$ cat config.mk
export PLATFORM = sky130hd
export DESIGN_NAME = rf_port_sequencer_flat
export DESIGN_NICKNAME = d
export VERILOG_FILES = /design/src/rtl/rf_port_sequencer_if.sv /design/src/rtl/rf_port_sequencer.sv /design/src/flat_wrapper.sv
export SDC_FILE = /design/constraint.sdc
export NUM_CORES = 1
export LEC_CHECK = 0
export ABC_CLOCK_PERIOD_IN_PS = 3500
export CORE_MARGIN = 3
export CORE_UTILIZATION = 30
export CTS_CLUSTER_SIZE = 10
export DETAILED_ROUTE_END_ITERATION = 12
export GPL_ROUTABILITY_DRIVEN = 0
export PLACE_DENSITY = 0.57
export SLEW_MARGIN = 25
export SYNTH_ARGS = -nofsm -noshare
export SYNTH_HDL_FRONTEND = slang
export SYNTH_SLANG_ARGS = --single-unit
$ cat constraint.sdc
create_clock -name clk -period 3.5 [get_ports clk]
set_input_delay 0.875 -clock clk [delete_from_list [all_inputs] [get_ports clk]]
set_output_delay 0.875 -clock clk [all_outputs]
set_load 0.01 [all_outputs]
$ cat src/rtl/rf_port_sequencer_if.sv
// Bundles the decode request, ALU operand/result handshakes and the
// register-file port that rf_port_sequencer drives.
// master: the environment (decode, ALU, register file).
// slave: the sequencer.
interface rf_port_sequencer_if #(
  parameter int WIDTH = 16,
  parameter int SELW  = 6
);
  logic             req_valid;
  logic             req_ready;
  logic [SELW-1:0]  src_a;
  logic [SELW-1:0]  src_b;
  logic [SELW-1:0]  dst;
  logic             dst_en;
  logic [WIDTH-1:0] opa;
  logic [WIDTH-1:0] opb;
  logic             opnd_valid;
  logic             opnd_ready;
  logic             res_valid;
  logic [WIDTH-1:0] res_data;
  logic             res_ready;
  logic [SELW-1:0]  rf_sel;
  logic [1:0]       rf_mode;
  logic [WIDTH-1:0] rf_wdata;
  logic [WIDTH-1:0] rf_rdata;
  logic             busy;

  modport master (
    output req_valid, src_a, src_b, dst, dst_en,
    output opnd_ready, res_valid, res_data, rf_rdata,
    input  req_ready, opa, opb, opnd_valid, res_ready,
    input  rf_sel, rf_mode, rf_wdata, busy
  );

  modport slave (
    input  req_valid, src_a, src_b, dst, dst_en,
    input  opnd_ready, res_valid, res_data, rf_rdata,
    output req_ready, opa, opb, opnd_valid, res_ready,
    output rf_sel, rf_mode, rf_wdata, busy
  );
endinterface

$ cat src/rtl/rf_port_sequencer.sv
// Single-port 64x16 register file sequencer: reads two source operands
// back to back, presents them to the ALU, then writes the ALU result to
// the destination register. Only one request is in flight at a time.
//
// state    | meaning
// ---------+----------------------------------------------------------
// IDLE     | ready for a request, RF idles on reg 0 in read mode
// RD_A     | RF address = src_a (read issued)
// RD_B     | RF address = src_b, capture src_a data into opa
// CAP_B    | hold src_b address, capture src_b data into opb
// PRESENT  | operands valid, wait for ALU handshake
// WAIT_RES | wait for ALU result, capture it into rf_wdata
// WB       | RF address = dst in write mode, write lands on exit edge
module rf_port_sequencer #(
  parameter int         WIDTH   = 16,
  parameter int         SELW    = 6,
  parameter logic [1:0] MODE_RD = 2'b01,
  parameter logic [1:0] MODE_WR = 2'b10
) (
  input logic                clk,
  input logic                clear,
  rf_port_sequencer_if.slave bus
);

  localparam logic [2:0] S_IDLE     = 3'd0;
  localparam logic [2:0] S_RD_A     = 3'd1;
  localparam logic [2:0] S_RD_B     = 3'd2;
  localparam logic [2:0] S_CAP_B    = 3'd3;
  localparam logic [2:0] S_PRESENT  = 3'd4;
  localparam logic [2:0] S_WAIT_RES = 3'd5;
  localparam logic [2:0] S_WB       = 3'd6;

  logic [2:0]       state_q, state_d;
  logic [SELW-1:0]  src_a_q, src_b_q, dst_q;
  logic             dst_en_q;
  logic [WIDTH-1:0] opa_q, opb_q, wdata_q;
  logic             accept;
  logic             res_take;

  // Handshakes are qualified by clear so nothing is accepted in a clear cycle.
  assign accept   = (state_q == S_IDLE) && bus.req_valid && !clear;
  assign res_take = (state_q == S_WAIT_RES) && bus.res_valid;

  // Next-state decode.
  always_comb begin
    state_d = state_q;
    case (state_q)
      S_IDLE:     if (bus.req_valid) state_d = S_RD_A;
      S_RD_A:     state_d = S_RD_B;
      S_RD_B:     state_d = S_CAP_B;
      S_CAP_B:    state_d = S_PRESENT;
      S_PRESENT:  if (bus.opnd_ready) state_d = dst_en_q ? S_WAIT_RES : S_IDLE;
      S_WAIT_RES: if (bus.res_valid) state_d = S_WB;
      S_WB:       state_d = S_IDLE;
      default:    state_d = S_IDLE;
    endcase
  end

  // State, request latch, operand capture and write-data capture.
  always_ff @(posedge clk) begin
    if (clear) begin
      state_q  <= S_IDLE;
      src_a_q  <= '0;
      src_b_q  <= '0;
      dst_q    <= '0;
      dst_en_q <= 1'b0;
      opa_q    <= '0;
      opb_q    <= '0;
      wdata_q  <= '0;
    end else begin
      state_q <= state_d;
      if (accept) begin
        src_a_q  <= bus.src_a;
        src_b_q  <= bus.src_b;
        dst_q    <= bus.dst;
        dst_en_q <= bus.dst_en;
      end
      // Read latency is one cycle: RD_B sees src_a data, CAP_B sees src_b data.
      if (state_q == S_RD_B)  opa_q <= bus.rf_rdata;
      if (state_q == S_CAP_B) opb_q <= bus.rf_rdata;
      if (res_take)           wdata_q <= bus.res_data;
    end
  end

  // Register-file port drive; clear suppresses the write in a WB cycle.
  always_comb begin
    bus.rf_sel  = '0;
    bus.rf_mode = MODE_RD;
    case (state_q)
      S_RD_A:  bus.rf_sel = src_a_q;
      S_RD_B:  bus.rf_sel = src_b_q;
      S_CAP_B: bus.rf_sel = src_b_q;
      S_WB: begin
        if (!clear) begin
          bus.rf_sel  = dst_q;
          bus.rf_mode = MODE_WR;
        end
      end
      default: begin
        bus.rf_sel  = '0;
        bus.rf_mode = MODE_RD;
      end
    endcase
  end

  // Handshake and status outputs.
  always_comb begin
    bus.req_ready  = (state_q == S_IDLE) && !clear;
    bus.opnd_valid = (state_q == S_PRESENT) && !clear;
    bus.res_ready  = (state_q == S_WAIT_RES) && !clear;
    bus.busy       = (state_q != S_IDLE);
    bus.opa        = opa_q;
    bus.opb        = opb_q;
    bus.rf_wdata   = wdata_q;
  end

  // A write strobe outside WB would corrupt the register file.
  rf_mode_wr_only_in_wb: assert property (
    @(posedge clk) (bus.rf_mode == MODE_WR) |-> (state_q == S_WB)
  );

endmodule

$ cat src/flat_wrapper.sv
// flat-port wrapper written by rule: the top's interface ports become plain ports
module rf_port_sequencer_flat 
#(
  parameter int         WIDTH   = 16,
  parameter int         SELW    = 6,
  parameter logic [1:0] MODE_RD = 2'b01,
  parameter logic [1:0] MODE_WR = 2'b10
)
  (clk, clear, bus_req_valid, bus_src_a, bus_src_b, bus_dst, bus_dst_en, bus_opnd_ready, bus_res_valid, bus_res_data, bus_rf_rdata, bus_req_ready, bus_opa, bus_opb, bus_opnd_valid, bus_res_ready, bus_rf_sel, bus_rf_mode, bus_rf_wdata, bus_busy);
  rf_port_sequencer_if #(.WIDTH(WIDTH), .SELW(SELW)) bus_i ();
  input logic clk;
  input logic clear;
  input wire logic [$bits(bus_i.req_valid)-1:0] bus_req_valid;
  input wire logic [$bits(bus_i.src_a)-1:0] bus_src_a;
  input wire logic [$bits(bus_i.src_b)-1:0] bus_src_b;
  input wire logic [$bits(bus_i.dst)-1:0] bus_dst;
  input wire logic [$bits(bus_i.dst_en)-1:0] bus_dst_en;
  input wire logic [$bits(bus_i.opnd_ready)-1:0] bus_opnd_ready;
  input wire logic [$bits(bus_i.res_valid)-1:0] bus_res_valid;
  input wire logic [$bits(bus_i.res_data)-1:0] bus_res_data;
  input wire logic [$bits(bus_i.rf_rdata)-1:0] bus_rf_rdata;
  output wire logic [$bits(bus_i.req_ready)-1:0] bus_req_ready;
  output wire logic [$bits(bus_i.opa)-1:0] bus_opa;
  output wire logic [$bits(bus_i.opb)-1:0] bus_opb;
  output wire logic [$bits(bus_i.opnd_valid)-1:0] bus_opnd_valid;
  output wire logic [$bits(bus_i.res_ready)-1:0] bus_res_ready;
  output wire logic [$bits(bus_i.rf_sel)-1:0] bus_rf_sel;
  output wire logic [$bits(bus_i.rf_mode)-1:0] bus_rf_mode;
  output wire logic [$bits(bus_i.rf_wdata)-1:0] bus_rf_wdata;
  output wire logic [$bits(bus_i.busy)-1:0] bus_busy;
  assign bus_i.req_valid = bus_req_valid;
  assign bus_i.src_a = bus_src_a;
  assign bus_i.src_b = bus_src_b;
  assign bus_i.dst = bus_dst;
  assign bus_i.dst_en = bus_dst_en;
  assign bus_i.opnd_ready = bus_opnd_ready;
  assign bus_i.res_valid = bus_res_valid;
  assign bus_i.res_data = bus_res_data;
  assign bus_i.rf_rdata = bus_rf_rdata;
  assign bus_req_ready = bus_i.req_ready;
  assign bus_opa = bus_i.opa;
  assign bus_opb = bus_i.opb;
  assign bus_opnd_valid = bus_i.opnd_valid;
  assign bus_res_ready = bus_i.res_ready;
  assign bus_rf_sel = bus_i.rf_sel;
  assign bus_rf_mode = bus_i.rf_mode;
  assign bus_rf_wdata = bus_i.rf_wdata;
  assign bus_busy = bus_i.busy;
  rf_port_sequencer #(.WIDTH(WIDTH), .SELW(SELW), .MODE_RD(MODE_RD), .MODE_WR(MODE_WR)) u_core (.clk(clk), .clear(clear), .bus(bus_i));
endmodule
# Yosys cells after proc, flatten, opt, wreduce, memory -nomap -nowiden

Index checks and enable logic that the tools add are counted.

Bits in latches: 0
Register bits: 70
Memory bits (read-only): 0
Memories kept: 0
Input port bits: 56
RAM bits: 0
Output and inout bits: 60
Word-level logic and storage cells: 37

Order comparisons: 0
Bitwise gates (word level): 0
$add $sub $neg: 0
Mux-type cells: 9
Multiply operators: 0
Divide/modulo/power cells: 0
Equality and inequality tests: 9
Shift-type cells: 0
Reductions and logical operators: 11

Operators with widths:

| kind                 | count |
|---|---|
| $pmux W3 S6          | 1 |
| $pmux W6 S3          | 1 |
| $mux W3              | 4 |
| $eq A3 B3 Y1 const B | 3 |
| $eq A3 B2 Y1 const B | 2 |
| $logic_and A1 B1 Y1  | 6 |
| $mux W6              | 1 |
| $ne A2 B2 Y1 const B | 3 |
| $mux W2              | 2 |
| $eq A3 B1 Y1 const B | 1 |
| $logic_not A3 Y1     | 1 |
| $reduce_and A3 Y1    | 1 |
| $reduce_bool A3 Y1   | 1 |
| $reduce_or A2 Y1     | 1 |
| $logic_not A1 Y1     | 1 |

# Longest topological paths before layout

Gate-level depths: netlist of run 1.

Word-level depth: 3
Gate-level depth with buffers: 6
Mapped depth without buffers: 3

# Worst setup path after synthesis of run 1

No wires, ideal clock.

Kind: input port to output port
From: input port clear
To: output port bus_rf_sel[0]
Data required time: 2.625 ns
Setup slack: 0.807 ns
Arrival time: 1.818 ns
Path buffers: 2
Stages on the path: 5
Path through: buf_2 > nor4bb_1 > clkbuf_1 > a222oi_1 > inv_1

Longest elaborated chain between the ends: 2

RTL lines:

| item        | line                    | RTL |
|---|---|---|
| from (decl) | flat_wrapper.sv:12      | `input logic clear;` |
| $mux W6     | rf_port_sequencer.sv:94 | `if (!clear) begin` |
| $pmux W6 S3 | rf_port_sequencer.sv:89 | `case (state_q)` |
| to (decl)   | flat_wrapper.sv:27      | `output wire logic [$bits(bus_i.rf_sel)-1:0] bus_rf_sel;` |

Every way passes these cells.

# Final worst setup path of run 1

From: register u_core.state_q[0]
To: output port bus_rf_sel[3]

Longest elaborated chain between the ends: 3
Elaborated cells on any way between the ends: 6
Those cells by class: eq/ne (4); mux (1); reduce/logical (1)

RTL lines:

| item                              | line                    | RTL |
|---|---|---|
| from (decl)                       | rf_port_sequencer.sv:33 | `logic [2:0] state_q, state_d;` |
| from (signal assigned)            | rf_port_sequencer.sv:71 | `state_q <= state_d;` |
| $eq A3 B2 Y1                      | rf_port_sequencer.sv:89 |  |
| $reduce_or A2 Y1 (no source line) | --                      |  |
| $pmux W6 S3 *                     | rf_port_sequencer.sv:89 |  |

Every way passes the cells marked *; elsewhere a longest branch is shown, timed or not.

==> results of run 1 <==
-- state kept, by name, indices dropped and copies added, names as in the netlist --
name and count:
u_core.bus.rf_wdata 16, u_core.dst_en_q 1, u_core.bus.opa 16, u_core.state_q 3
u_core.src_b_q 6, u_core.bus.opb 16, u_core.dst_q 6, u_core.src_a_q 6
-- where the power goes --
part           internal (mW)  switching, mW
clock network          0.346          0.302
registers              0.887         0.0632
logic                  0.315          0.260
total                   1.55          0.625
-- worst max path at each step --
stage / to / cells past startpoint
2_1_floorplan: bus_rf_sel[0] / 5
3_3_place_gp: bus_rf_sel[4] / 6
3_5_place_dp: bus_rf_sel[4] / 6
4_1_cts: bus_rf_sel[2] / 5
5_1_grt: bus_rf_sel[1] / 5
6_report: bus_rf_sel[3] / 5
-- Yosys cell counts, drive strengths merged --
library cell / instances
nand4b: 1
nor3b: 2
xnor2: 1
nor4: 1
mux2: 19
o21ai: 1
nor4bb: 1
mux2i: 1
or3b: 1
nor3: 1
nor2: 3
or3: 2
and4b: 1
a21oi: 50
clkbuf: 9
nand3b: 2
buf: 15
nand2b: 1
a221oi: 1
o21a: 1
nand2: 98
a222oi: 6
nor2b: 21
inv: 7
nor4b: 1
and3b: 1
dfxtp: 70
-- per-layer routing --
layer	global-route usage	vias to the layer above
met5	0	-
met2	0.2413	85
li1	-	1265
met1	0.1941	1145
met4	0.03785	0
met3	0.05210	2
-- cells by family after synthesis --
kind of cell | synth area share
XOR/XNOR | 0.003116
buffers and inverters | 0.05519
AO/OA/AOI/OAI | 0.1179
AND/OR/NAND/NOR | 0.2323
flip-flops | 0.4984
multiplexers | 0.09301
-- area by class of cell --
class	count	area [um^2]	area share
clock buffers	10	137.6	0.03266
multi-input cells	217	1261	0.2993
repair buffers	121	1191	0.2827
clock inverters	6	61.31	0.01455
well taps	108	135.1	0.03207
flip-flops and latches	70	1401	0.3325
inverters	7	26.28	0.006235
-- metrics by stage --
stage / std cells / power (mW)
2_1_floorplan: 318 / 1.289
3_3_place_gp: 523 / 1.541
3_5_place_dp: 523 / 1.550
4_1_cts: 539 / 2.207
5_1_grt: 539 / 2.310
6_report: 539 / 2.173
-- worst max-delay path, stage by stage, from the launching register on --
cell and delay [ps]:
dfxtp_1 720, nor4bb_1 130, buf_4 200, a222oi_1 310, inv_1 80, clkdlybuf4s50_1 480
==> out/metrics.cfg, run 1 <==
[global_route]
grt-ovfl-total=0
grt_pass1_wl_mm=12.44
grt_pass1_vias=2493
antenna_found_initial=0
grt_use_total=0.1502
grt_max_degree=52

[floorplan]
initial_core_util=0.3162
num_io_pins=116
core-area_um2=8891
fp.dieW_um=102.8
die_area_um2=10570
rows=34
die_height_um=102.8

[sta]
tns_ps=0
finalHoldViolCount=0
fin_worst_skew_ps=8.940
period_minus_slack_ps=3133
fin_crit_sh=0.8951
setup_ws_ps=367.0
tightest_slew_ps=753.5
maxSlewViolCount=0
max_freq_mhz=319.2
rsz0062_at_grt=false
whs_ps=455.0
max-slew-margin-rel=0.4961
finalSetupViolations=0

[power]
p_leak_nw=1.560
pwr_density_cell_nw_per_um2=515.6
peakVddDrop_uv=248.9

[logic_synthesis]
ys_ff_latch=70
netlist_area_um2=2811
syn_nets=374
syn-instance-count=318
yosysSeqAreaShare=0.4984
yosys.area.top_type=dfxtp_1
yosysWarningCount=0
syn_area_per_cell_um2=8.841
ys_types=34
netlist.area_leader.share=0.4984
synth.area.top_cells=dfxtp_1 50%, nand2_1 13%, a21oi_1 8.9%

[clock_tree]
cts.clk_slew.worst_paths_ps=70
cts_setup_buffers=0
cts_resized=0
cts_tree=yes
cts-hold-fix-buffers=0
cts.path.max_buffers=2
cts_buffers=9
cts_root_buf=clkbuf_8
htree_levels=3
clk_latency_ps=340
cts_num_sinks=70

[setup_path]
endpoint_kind=primary output
criticalPathCategory=register to primary output
worst-path-max-fanout=17
regToRegStartpoint=u_core.state_q[0]
worstSetupStartpointType=register
worstRegToRegCells=3
rrSetupSlack_ps=1620
worst_r2r_endpoint=u_core.bus.opb[11]
critPathLaunch=u_core.state_q[0]
cp.arrival_ps=2260
required_ps=2620

[finish]
n_fill_cell=854
final_cell_area_um2=4214
postLayoutCoreUtil=0.4740
syn_to_final_growth_pct=49.89
n_antenna_cell=0
layout.cells.most_common=clkdlybuf4s50_1
mostFrequentLayoutCells=114 x clkdlybuf4s50_1, 97 x nand2_1, 70 x dfxtp_1, 50 x a21oi_1, 21 x nor2b_1
finalNetCount=482
drive_gt1_frac=0.1067

[drt]
via_count=2497
drt_pass1_iterations=5
drt-total-wl_mm=7.653
wl_met1_mm=3.536
avgViaCountPerCell=4.633
dr_wl_met3_um=516
wl_met2_mm=3.564
drtAntennaViolNets=0
drcViolationCount=0
drt_iter0_drc=77
wl_per_cell_um=14.20
maxUsedRoutingLayer=met4

[hold_path]
min_path_type=register to register
hold_end=u_core.bus.rf_wdata[0]
min-delay-start=u_core.bus.rf_wdata[0]
hold_depth=2

[placement]
port-buffer-count=115
dp_worst_setup_slack_ps=463.7
place_area_um2=4015
hpwl_mm=5.495

[status]
status=complete, no violations

[run]
maxCapViolCount=0

No activity file was read; power rests on OpenSTA's default activity.
==> inputs of run 2 (changes only) <==
--- a/config.mk
+++ b/config.mk
@@ -6,6 +6,8 @@
 export NUM_CORES = 1
 export LEC_CHECK = 0
 export ABC_CLOCK_PERIOD_IN_PS = 3500
+export CAP_MARGIN = 20
+export CORE_ASPECT_RATIO = 0.7
 export CORE_MARGIN = 3
 export CORE_UTILIZATION = 30
 export CTS_CLUSTER_SIZE = 10
==> out/metrics.cfg, run 2 (synthesis results as in run 1) <==
[clock_tree]
htree_levels=3  ; unchanged
cts_setup_buffers=0  ; unchanged
cts_root_buf=clkbuf_16
cts_resized=0  ; unchanged
cts_num_sinks=70  ; unchanged
cts-hold-fix-buffers=0  ; unchanged
cts.path.max_buffers=2  ; unchanged
clk_latency_ps=330  ; about the same
cts.clk_slew.worst_paths_ps=50  ; -20 ps
cts_buffers=9  ; unchanged
cts_tree=yes

[placement]
hpwl_mm=5.412  ; -1.5%
port-buffer-count=115  ; unchanged
place_area_um2=4024  ; +0.22%

[floorplan]
die_height_um=87.00  ; -15%
num_io_pins=116  ; unchanged
rows=28  ; -18%
core-area_um2=8793  ; -1.1%
fp.dieW_um=121.7  ; +18%
die_area_um2=10590  ; +0.18%
initial_core_util=0.3197  ; +0.003509

[finish]
finalNetCount=482  ; unchanged
mostFrequentLayoutCells=114 x clkdlybuf4s50_1, 97 x nand2_1, 70 x dfxtp_1, 50 x a21oi_1, 21 x nor2b_1
drive_gt1_frac=0.1021  ; -0.004640
layout.cells.most_common=clkdlybuf4s50_1
syn_to_final_growth_pct=53.05
n_antenna_cell=0  ; unchanged
final_cell_area_um2=4303  ; +2.1%

[sta]
tightest_slew_ps=738.0  ; -15.50 ps
maxSlewViolCount=0  ; unchanged
rsz0062_at_grt=false
tns_ps=0  ; unchanged
fin_crit_sh=0.8954  ; about the same
period_minus_slack_ps=3134  ; +1.029 ps
finalHoldViolCount=0  ; unchanged
max-slew-margin-rel=0.5065  ; +0.01037
max_freq_mhz=319.1  ; about the same
finalSetupViolations=0  ; unchanged
fin_worst_skew_ps=8.597  ; -0.3430 ps

[global_route]
grt-ovfl-total=0  ; unchanged
grt_max_degree=47  ; -9.6%
grt_use_total=0.1485  ; -0.001765
grt_pass1_vias=2441  ; -2.1%
antenna_found_initial=0  ; unchanged
grt_pass1_wl_mm=12.15  ; -2.3%

[drt]
via_count=2493  ; -0.16%
drt_pass1_iterations=6  ; +1
wl_per_cell_um=13.95  ; -1.7%
drt_iter0_drc=142  ; +84%
avgViaCountPerCell=4.525  ; -2.3%
drt-total-wl_mm=7.687  ; +0.44%
drtAntennaViolNets=0  ; unchanged
drcViolationCount=0  ; unchanged

[power]
peakVddDrop_uv=307.7  ; +24%
pwr_density_cell_nw_per_um2=549.6  ; +6.6%
p_leak_nw=1.598  ; +2.4%

[setup_path]
endpoint_kind=primary output
cp.arrival_ps=2260  ; about the same
worstRegToRegCells=3  ; unchanged
worst_r2r_endpoint=u_core.bus.opb[0]
worst-path-max-fanout=17  ; unchanged
endpoint=bus_rf_sel[5]
worstSetupStartpointType=register
rrSetupSlack_ps=1670  ; +50 ps
regToRegStartpoint=u_core.state_q[0]
criticalPathCategory=register to primary output
required_ps=2620  ; about the same
critPathLaunch=u_core.state_q[0]

[hold_path]
min_path_type=register to register

[run]
maxCapViolCount=0  ; unchanged

[status]
status=complete, no violations

run 2: changes by cell type in the layout (fill, tap and decap cells not counted), sizes merged:
cell	change
clkbuf	+3
bufinv	-1
clkinvlp	-1
clkinv	-1
run 2: layout make-up:
type | instances | area, um^2
Fill cell | 849 | 4491
Sequential cell | 70 | 1401
Multi-Input combinational cell | 217 | 1255
Timing Repair Buffer | 121 | 1191
Clock buffer | 13 | 260.3
Tap cell | 120 | 150.1
Inverter | 7 | 26.28
Clock inverter | 3 | 18.77
run 2: per-stage QoR:
step,std cells,utilization,power (mW),hold WS [ps],setup WS (ps)
finish,551,0.4893,2.365,450.8,366.0
global route,551,0.4893,2.496,464.9,186.1
CTS,551,0.4893,2.397,452.7,320.3
detailed placement,535,0.4576,1.546,446.3,400.9
global placement,535,0.4576,1.541,441.9,495.4
floorplan,318,-,1.289,480.5,806.9
run 2: worst min-delay path by stage:
stage | cells past startpoint | end | start
2_1_floorplan | 2 | u_core.bus.opa[0] | u_core.bus.opa[0]
3_3_place_gp | 2 | u_core.bus.rf_wdata[2] | u_core.bus.rf_wdata[2]
3_5_place_dp | 2 | u_core.bus.rf_wdata[13] | u_core.bus.rf_wdata[13]
4_1_cts | 2 | u_core.bus.rf_wdata[13] | u_core.bus.rf_wdata[13]
5_1_grt | 2 | u_core.bus.rf_wdata[13] | u_core.bus.rf_wdata[13]
6_report | 2 | u_core.bus.rf_wdata[13] | u_core.bus.rf_wdata[13]
run 2: where the power goes:
group | switching [mW] | internal, mW | total (mW)
Sequential | 0.0713 | 0.889 | 0.960
Clock | 0.323 | 0.517 | 0.840
Combinational | 0.252 | 0.314 | 0.565
Total | 0.646 | 1.72 | 2.36
run 2: per-layer routing:
layer  vias to the layer above  global-route usage  routed length, um
li1                       1265                   -                  -
met1                      1129              0.1881               3522
met2                        92              0.2231               3385
met3                         7             0.06883                684
met4                         0             0.05188                 95
met5                         -                   0                  0
run 2: critical path: stages (launching register included):
cell and delay, ps:
dfxtp_1 690, nor4bb_1 150, buf_4 200, a222oi_1 330, inv_1 70, clkdlybuf4s50_1 490
==> inputs of run 3 (changes only) <==
--- a/config.mk
+++ b/config.mk
@@ -8,7 +8,7 @@
 export ABC_CLOCK_PERIOD_IN_PS = 3500
 export CAP_MARGIN = 20
 export CORE_ASPECT_RATIO = 0.7
-export CORE_MARGIN = 3
+export CORE_MARGIN = 10
 export CORE_UTILIZATION = 30
 export CTS_CLUSTER_SIZE = 10
 export DETAILED_ROUTE_END_ITERATION = 12
==> out/metrics.cfg, run 3 (synthesis results as in run 1) <==
[floorplan]
die_height_um=101.0  ; +16%
num_io_pins=116  ; unchanged
core-area_um2=9107  ; +3.6%
die_area_um2=13710  ; +29%
rows=29  ; +3.6%
fp.dieW_um=135.7  ; +12%
initial_core_util=0.3087  ; -0.01102

[clock_tree]
htree_levels=3  ; unchanged
cts_setup_buffers=0  ; unchanged
cts_buffers=9  ; unchanged
cts_tree=yes
cts_resized=0  ; unchanged
cts_root_buf=clkbuf_16
cts.path.max_buffers=2  ; unchanged
cts-hold-fix-buffers=0  ; unchanged
clk_latency_ps=330  ; about the same
cts.clk_slew.worst_paths_ps=60  ; about the same
cts_num_sinks=70  ; unchanged

[setup_path]
worst-path-max-fanout=17  ; unchanged
slowest_delay_ps=740  ; +50 ps
cp.arrival_ps=2290  ; +30 ps
criticalPathCategory=register to primary output
critPathLaunch=u_core.state_q[0]
worst_r2r_endpoint=u_core.bus.opb[0]
path_cells=nor4bb_1 > buf_4 > a222oi_1 > inv_1 > clkdlybuf4s50_1
endpoint=bus_rf_sel[4]
rrSetupSlack_ps=1560  ; -110 ps
worstSetupStartpointType=register
worstRegToRegCells=3  ; unchanged
endpoint_kind=primary output
required_ps=2620  ; about the same
regToRegStartpoint=u_core.state_q[0]
slowest_stage=dfxtp_1

[finish]
mostFrequentLayoutCells=114 x clkdlybuf4s50_1, 97 x nand2_1, 70 x dfxtp_1, 50 x a21oi_1, 21 x nor2b_1
layout.cells.most_common=clkdlybuf4s50_1
syn_to_final_growth_pct=55.01
finalNetCount=483  ; +0.21%
n_antenna_cell=0  ; unchanged
postLayoutCoreUtil=0.4785  ; -0.01083
drive_gt1_frac=0.1065  ; +0.004393

[global_route]
grt_pass1_wl_mm=13.71  ; +13%
antenna_found_initial=0  ; unchanged
grt-ovfl-total=0  ; unchanged
grt_use_total=0.1271  ; -0.02135
grt_pass1_vias=2568  ; +5.2%
grt_max_degree=50  ; +6.4%

[sta]
period_minus_slack_ps=3160  ; +26.06 ps
max-slew-margin-rel=0.4877  ; -0.01882
max_freq_mhz=316.4  ; -0.82%
fin_crit_sh=0.9029  ; +0.007445
tns_ps=0  ; unchanged
tightest_slew_ps=766.2  ; +28.15 ps
fin_worst_skew_ps=3.157  ; -5.439 ps
rsz0062_at_grt=false
maxSlewViolCount=0  ; unchanged
whs_ps=451.2  ; +0.4120 ps
finalSetupViolations=0  ; unchanged
finalHoldViolCount=0  ; unchanged

[placement]
port-buffer-count=115  ; unchanged
hpwl_mm=6.413  ; +18%

[power]
pwr_density_cell_nw_per_um2=572.9  ; +4.2%
peakVddDrop_uv=250.7  ; -19%
p_leak_nw=1.616  ; +1.1%

[drt]
avgViaCountPerCell=4.540  ; +0.33%
drt_iter0_drc=136  ; -4.2%
drt_pass1_iterations=4  ; -2
via_count=2524  ; +1.2%
drt-total-wl_mm=8.795  ; +14%
drcViolationCount=0  ; unchanged
drtAntennaViolNets=0  ; unchanged
wl_per_cell_um=15.82  ; +13%

[run]
maxCapViolCount=0  ; unchanged

[status]
status=complete, no violations

[hold_path]
min-delay-start=u_core.bus.opb[7]
hold_depth=2  ; unchanged
min_path_type=register to register

-- run 3: cell types whose count changed in the layout (fill, tap and decap cells not counted), sizes merged --
| cell | change |
|---|---|
| bufinv | +2 |
| clkinvlp | +1 |
| clkbuf | -3 |
| buf | +1 |
-- run 3: worst max-delay path, delay by kind of cell, from the launching register on --
family / cells / cell delay [ps]
buffers and inverters: 3 / 750
flip-flops: 1 / 740
AO/OA/AOI/OAI: 1 / 300
AND/OR/NAND/NOR: 1 / 170
-- run 3: layer usage --
metal  track usage  routed length (um)
met1        0.1603                4125
met2        0.1848                3754
met3       0.05528                 795
met4       0.05281                 119
met5             0                   0
-- run 3: worst min path at each step --
| stage | slack, ps | end |
|---|---|---|
| after floorplan | 480 | u_core.bus.opa[0] |
| after global placement | 440 | u_core.bus.rf_wdata[15] |
| after CTS | 450 | u_core.bus.opb[7] |
| after detailed placement | 450 | u_core.bus.opb[7] |
| after global routing | 470 | u_core.bus.opb[12] |
| final | 450 | u_core.bus.opb[7] |
-- run 3: final cells by class --
cell class,count,area (um^2)
clock buffers,10,229.0
clock inverters,6,86.33
fillers,922,4750
inverters,7,26.28
multi-input cells,217,1261
flip-flops and latches,70,1401
well taps,124,155.1
repair buffers,122,1199
-- run 3: stage by stage --
| step | power [mW] | area (um^2) | setup WS, ps | cells |
|---|---|---|---|---|
| 6_report | 2.497 | 4358 | 339.9 | 556 |
| 4_1_cts | 2.538 | 4358 | 320.2 | 556 |
| 2_1_floorplan | 1.289 | 2811 | 806.9 | 318 |
| 3_5_place_dp | 1.564 | 4043 | 381.6 | 540 |
| 5_1_grt | 2.625 | 4358 | 162.3 | 556 |
| 3_3_place_gp | 1.545 | 4036 | 327.3 | 540 |
-- run 3: power by group --
part | switching (mW) | total (mW) | internal (mW)
Combinational | 0.260 | 0.575 | 0.315
Clock | 0.337 | 0.959 | 0.622
Sequential | 0.0738 | 0.962 | 0.888
Total | 0.671 | 2.50 | 1.83
